<file path="src/rtl/tone_voices_if.sv">
// Voice-programming write port: one valid/ready transfer loads a voice.
interface tone_voices_if #(
    parameter int CHANNELS = 4,
    parameter int DIV_W    = 17,
    parameter int VOL_W    = 4,
    parameter int DUR_W    = 16
);
    localparam int CH_W = (CHANNELS > 1) ? $clog2(CHANNELS) : 1;

    logic             wr_valid;
    logic             wr_ready;
    logic [CH_W-1:0]  wr_ch;
    logic [DIV_W-1:0] wr_div;
    logic [VOL_W-1:0] wr_vol;
    logic [DUR_W-1:0] wr_dur;

    modport master (
        output wr_valid, wr_ch, wr_div, wr_vol, wr_dur,
        input  wr_ready
    );

    modport slave (
        input  wr_valid, wr_ch, wr_div, wr_vol, wr_dur,
        output wr_ready
    );
endinterface

</file>
<file path="src/rtl/tone_voices.sv">
// Multi-voice square-wave tone synthesiser with a first-order sigma-delta
// output for a single speaker pin.
module tone_voices #(
    parameter int CLK_HZ   = 12000000,
    parameter int CHANNELS = 4,
    parameter int DIV_W    = 17,
    parameter int VOL_W    = 4,
    parameter int DUR_W    = 16
) (
    input  logic                clk,
    input  logic                rst_n,
    tone_voices_if.slave        wr,
    output logic                speaker,
    output logic [CHANNELS-1:0] active,
    output logic [CHANNELS-1:0] done
);
    localparam int CH_W     = (CHANNELS > 1) ? $clog2(CHANNELS) : 1;
    localparam int MIX_W    = (CHANNELS > 1) ? VOL_W + $clog2(CHANNELS) : VOL_W + 1;
    localparam int PRESCALE = CLK_HZ / 1000;
    localparam int PS_W     = $clog2(PRESCALE);

    logic [PS_W-1:0]  ps_cnt;
    logic             ms_tick;
    logic             wr_fire;

    logic [DIV_W-1:0] div_r   [CHANNELS];
    logic [VOL_W-1:0] vol_r   [CHANNELS];
    logic [DIV_W-1:0] phase   [CHANNELS];
    logic [DUR_W-1:0] dur_cnt [CHANNELS];
    logic [CHANNELS-1:0] square;

    logic [MIX_W-1:0] mix_next;
    logic [MIX_W-1:0] mix;
    logic [MIX_W:0]   acc;

    assign ms_tick = (ps_cnt == PS_W'(PRESCALE - 1));
    assign wr_fire = wr.wr_valid && wr.wr_ready;
    assign speaker = acc[MIX_W];

    // Free-running millisecond prescaler.
    always_ff @(posedge clk) begin
        if (!rst_n) begin
            ps_cnt <= '0;
        end else if (ms_tick) begin
            ps_cnt <= '0;
        end else begin
            ps_cnt <= ps_cnt + PS_W'(1);
        end
    end

    // Write port is ready from the first edge after reset onwards.
    always_ff @(posedge clk) begin
        if (!rst_n) begin
            wr.wr_ready <= 1'b0;
        end else begin
            wr.wr_ready <= 1'b1;
        end
    end

    // Per-voice load, phase toggling and duration countdown.
    // Expiry is evaluated after the phase toggle so it forces square low;
    // a write to the same voice takes priority over both.
    always_ff @(posedge clk) begin
        if (!rst_n) begin
            for (int unsigned c = 0; c < CHANNELS; c++) begin
                div_r[c]   <= '0;
                vol_r[c]   <= '0;
                phase[c]   <= '0;
                dur_cnt[c] <= '0;
            end
            square <= '0;
            active <= '0;
            done   <= '0;
        end else begin
            for (int unsigned c = 0; c < CHANNELS; c++) begin
                done[c] <= 1'b0;
                if (wr_fire && (wr.wr_ch == CH_W'(c))) begin
                    div_r[c]   <= wr.wr_div;
                    vol_r[c]   <= wr.wr_vol;
                    phase[c]   <= wr.wr_div - DIV_W'(1);
                    dur_cnt[c] <= wr.wr_dur;
                    square[c]  <= 1'b0;
                    active[c]  <= (wr.wr_dur != '0);
                end else if (active[c]) begin
                    if (div_r[c] >= DIV_W'(2)) begin
                        if (phase[c] == '0) begin
                            phase[c]  <= div_r[c] - DIV_W'(1);
                            square[c] <= ~square[c];
                        end else begin
                            phase[c] <= phase[c] - DIV_W'(1);
                        end
                    end
                    if (ms_tick) begin
                        dur_cnt[c] <= dur_cnt[c] - DUR_W'(1);
                        if (dur_cnt[c] == DUR_W'(1)) begin
                            active[c] <= 1'b0;
                            square[c] <= 1'b0;
                            done[c]   <= 1'b1;
                        end
                    end
                end
            end
        end
    end

    // Volume-weighted sum of all sounding voices.
    always_comb begin
        mix_next = '0;
        for (int unsigned c = 0; c < CHANNELS; c++) begin
            if (active[c] && square[c]) begin
                mix_next = mix_next + MIX_W'(vol_r[c]);
            end
        end
    end

    // Registered mix feeding the sigma-delta accumulator; the carry out of
    // the low MIX_W bits is the speaker bit.
    always_ff @(posedge clk) begin
        if (!rst_n) begin
            mix <= '0;
            acc <= '0;
        end else begin
            mix <= mix_next;
            acc <= {1'b0, acc[MIX_W-1:0]} + {1'b0, mix};
        end
    end
endmodule

</file>
<file path="src/flat_wrapper.sv">
// flat-port wrapper written by rule: the top's interface ports become plain ports
module tone_voices_flat 
#(
    parameter int CLK_HZ   = 12000000,
    parameter int CHANNELS = 4,
    parameter int DIV_W    = 17,
    parameter int VOL_W    = 4,
    parameter int DUR_W    = 16
)
  (clk, rst_n, speaker, active, done, wr_wr_valid, wr_wr_ch, wr_wr_div, wr_wr_vol, wr_wr_dur, wr_wr_ready);
  tone_voices_if #(.CHANNELS(CHANNELS), .DIV_W(DIV_W), .VOL_W(VOL_W), .DUR_W(DUR_W)) wr_i ();
  input  logic clk;
  input  logic rst_n;
  output logic speaker;
  output logic [CHANNELS-1:0] active;
  output logic [CHANNELS-1:0] done;
  input wire logic [$bits(wr_i.wr_valid)-1:0] wr_wr_valid;
  input wire logic [$bits(wr_i.wr_ch)-1:0] wr_wr_ch;
  input wire logic [$bits(wr_i.wr_div)-1:0] wr_wr_div;
  input wire logic [$bits(wr_i.wr_vol)-1:0] wr_wr_vol;
  input wire logic [$bits(wr_i.wr_dur)-1:0] wr_wr_dur;
  output wire logic [$bits(wr_i.wr_ready)-1:0] wr_wr_ready;
  assign wr_i.wr_valid = wr_wr_valid;
  assign wr_i.wr_ch = wr_wr_ch;
  assign wr_i.wr_div = wr_wr_div;
  assign wr_i.wr_vol = wr_wr_vol;
  assign wr_i.wr_dur = wr_wr_dur;
  assign wr_wr_ready = wr_i.wr_ready;
  tone_voices #(.CLK_HZ(CLK_HZ), .CHANNELS(CHANNELS), .DIV_W(DIV_W), .VOL_W(VOL_W), .DUR_W(DUR_W)) u_core (.clk(clk), .rst_n(rst_n), .wr(wr_i), .speaker(speaker), .active(active), .done(done));
endmodule
</file>
<file path="config.mk">
export PLATFORM = sky130hd
export DESIGN_NAME = tone_voices_flat
export DESIGN_NICKNAME = d
export VERILOG_FILES = /design/src/rtl/tone_voices_if.sv /design/src/rtl/tone_voices.sv /design/src/flat_wrapper.sv
export SDC_FILE = /design/constraint.sdc
export NUM_CORES = 1
export LEC_CHECK = 0
export CAP_MARGIN = 20
export CORE_MARGIN = 2
export CORE_UTILIZATION = 67
export CTS_BUF_LIST = sky130_fd_sc_hd__clkbuf_16
export DETAILED_ROUTE_END_ITERATION = 12
export GPL_TIMING_DRIVEN = 0
export PLACE_DENSITY = 0.89
export SLEW_MARGIN = 20
export SYNTH_ARGS = -nofsm -noshare
export SYNTH_HDL_FRONTEND = slang
export SYNTH_SLANG_ARGS = --single-unit
</file>
<file path="constraint.sdc">
create_clock -name clk -period 6.22 [get_ports clk]
set_input_delay 1.244 -clock clk [delete_from_list [all_inputs] [get_ports clk]]
set_output_delay 1.244 -clock clk [all_outputs]
set_load 0.005 [all_outputs]
</file>
==> flow_summary.yaml <==
run_status:
  status: "complete, no violations"
floorplan:
  die_x_um: 154
  coreArea_um2: 22000
  num_rows: 54
  start_util: 0.685
  io_pins: 52
  die_h_um: 154
  die_area_um2: 23700
clocking:
  htree_levels: 1
  cts.sinks: 256
  post_cts_buffers: 0
  cts_root_buf: "clkbuf_16"
  cts_buffer_depth: 3
  cts_tree: "yes"
  cts_buffers: 28
  path_clk_slew_ns: 0.06
  clk_latency_ns: 0.55
  cts_resized: 0
  cts_hold_buf: 0
synthesis:
  avgSynthCellArea_um2: 9.84
  ys.flop_type: "edfxtp_1"
  synth_seq_cells: 256
  synth_cells: 1529
  yosysUniqueCellTypes: 65
  syn-cell-area_um2: 15000
  synth.net_count: 1615
  seq_area_frac_synth: 0.484
  synth_edf_count: 216
  synth_warnings: 0
  async_flop_share: 0
layout:
  area_growth_syn_to_layout_pct: 12.1
  num-fill-cells: 1358
  seq_area_um2: 7290
  multi_input_area_um2: 7410
  diodes: 0
  fin_nets: 1695
  layout-drive-gt1-share: 0.0380
worst_setup_path:
  worstSetupPathType: "register to register"
  crit_required_ns: 6.63
  critPathSlowestCell: "fa_1"
  arrival_ns: 5.06
  crit_path_end_kind: "register"
  cp-startpoint: "u_core.active[0]$_SDFF_PN0_"
  slowest_delay_ns: 0.50
  cpMostUsedCell: "o21ai_0"
  timing.rr.start: "u_core.active[0]$_SDFF_PN0_"
  cp_max_fo: 10
  startpoint_type: "register"
  path_cells: "clkbuf_1 -> and3_1 -> inv_1 -> fa_1 -> nor2_1 -> a21oi_1 -> inv_1 -> ha_1 -> a211o_1 -> o211ai_1 -> a21oi_1 -> o21ai_0 -> ha_1 -> and2_1 -> o21ai_0 -> nand2_1 -> o2111ai_1 -> o21ai_0"
routing:
  vias: 12500
  dr.first_iter.drc_count: 1685
  ant_nets: 0
  drt_pre_antenna_iters: 6
  remaining_drc_errors: 0
  drt_wl_total_um: 40500
  wl_per_cell_um: 21.2
  vias_per_cell: 6.56
global_route:
  grt_pass1_wl_um: 63800
  antenna_found_initial: 0
  grt_pass1_vias: 12200
  gr-total-overflow: 0
  grt_max_degree: 25
  grt_usage: 0.341
sta:
  rsz0062_at_grt: "no"
  fin_tns_setup_ns: 0
  period_minus_slack_ns: 4.65
  final-setup-viol-count: 0
  clock_skew_ns: 0.00990
  max_slew_margin: 0.277
  slew_viol_final: 0
  layout_setup_ws_ns: 1.57
  hold_violations: 0
  fmax_mhz: 215
  fin_crit_sh: 0.748
  worst_pin_slew_ns: 1.08
placed_design:
  gp_congestion: 0.939
  pre_cts_ws_ns: 1.43
  dp_hpwl_um: 28300
  port_buffers: 49
pwr:
  p_per_area_nw_per_um2: 244
  vdd_drop_max_mv: 0.228
  p_leak_uw: 0.00616
worst_hold_path:
  hold_class: "register to register"
  hold_path.startpoint: "u_core.ps_cnt[0]$_SDFF_PP0_"
run:
  drv_cap: 0
metal layers:
layer / up-vias / global-route usage / part of all wire
li1: 5718 / - / -
met1: 5885 / 0.450 / 0.38
met2: 774 / 0.556 / 0.46
met3: 144 / 0.0674 / 0.11
met4: 0 / 0.142 / 0.046
met5: - / 0 / 0
worst max-delay path: cells and delay by family (launching register included):
kind / cells / cell delay, ns
adders and majority gates: 3 / 1.15
and+or+nand+nor: 4 / 0.62
buffers and inverters: 3 / 0.62
DFF: 1 / 0.44
AOI/OAI and AO/OA: 8 / 1.69
sequential cells by signal, summed over array words and instances (netlist names):
name	flops
u_core.acc	7
u_core.done	4
u_core.dur_cnt	64
u_core.phase	68
u_core.mix	6
u_core.ps_cnt	14
u_core.div_r	68
u_core.square	4
u_core.active	4
u_core.vol_r	16
u_core.wr.wr_ready	1
synthesized netlist by cell type (all sizes together), types with 32 or more instances:
| master | instances | area (µm²) |
|---|---|---|
| a21oi | 38 | 190 |
| nand2 | 179 | 672 |
| xnor2 | 111 | 972 |
| nor4 | 54 | 338 |
| or4 | 32 | 251 |
| clkbuf | 51 | 191 |
| inv | 45 | 169 |
| nand3 | 40 | 200 |
| xor2 | 84 | 736 |
| dfxtp | 40 | 801 |
| nor2 | 128 | 483 |
| and2 | 90 | 563 |
| nor3 | 53 | 265 |
| o21ai | 107 | 536 |
| edfxtp | 216 | 6490 |
| ha | 40 | 500 |
through the flow:
stage | cell area [µm²] | total power, µW | cells | util | hold WS [ns]
floorplan | 15000 | 2250 | 1529 | - | 0.413
global placement | 15900 | 2380 | 1858 | 0.723 | 0.422
detailed placement | 15900 | 2400 | 1859 | 0.724 | 0.450
CTS | 16900 | 4090 | 1910 | 0.768 | 0.470
global route | 16900 | 4200 | 1910 | 0.768 | 0.493
finish | 16900 | 4110 | 1910 | 0.768 | 0.468
cells by family after synthesis:
kind of cell	synth area share
simple gates	0.232
flops	0.484
compound gates	0.104
xor+xnor	0.114
buf+inv	0.0242
fa+ha+maj	0.0393
mux	0.00283
placed cells by master, fill, tap and decap left out, types with 18 or more instances in the layout:
cell type        synthesis  routed
inv_1                   45      49
clkdlybuf4s50_1          0      49
o22ai_1                 30      30
or3_1                   18      18
nand3_1                 40      40
and2_1                  90      90
clkbuf_16                0      29
a21oi_1                 38      38
o21ai_0                107     107
xor2_1                  84      84
nand2_1                179     179
nor3_1                  53      52
nor4_1                  54      52
clkbuf_1                51      51
nor2_1                 127     127
or4_1                   29      29
xnor2_1                111     111
edfxtp_1               216     216
ha_1                    40      40
dfxtp_1                 40      40
worst paths after layout:
check | end | slack [ns] | cells past startpoint
worst max register to register | u_core.mix[5]$_SDFF_PN0_ | 1.57 | 18
worst max-delay path | u_core.mix[5]$_SDFF_PN0_ | 1.57 | 18
worst min-delay path | u_core.ps_cnt[0]$_SDFF_PP0_ | 0.47 | 1
worst min register to register | u_core.ps_cnt[0]$_SDFF_PP0_ | 0.47 | 1
layout make-up:
class	instances	share of cell area
buffer	52	0.0116
sequential	256	0.432
clock inverter	22	0.0133
clock buffer	29	0.0430
multi-input combinational	1176	0.440
timing repair buffer	50	0.0295
tap	280	0.0208
inverter	45	0.0100
power by group:
part | switching [µW] | total (µW) | internal [µW]
Clock | 683 | 1730 | 1040
Sequential | 69.4 | 2000 | 1930
Combinational | 241 | 382 | 141
No activity file was read; power rests on OpenSTA's default activity.
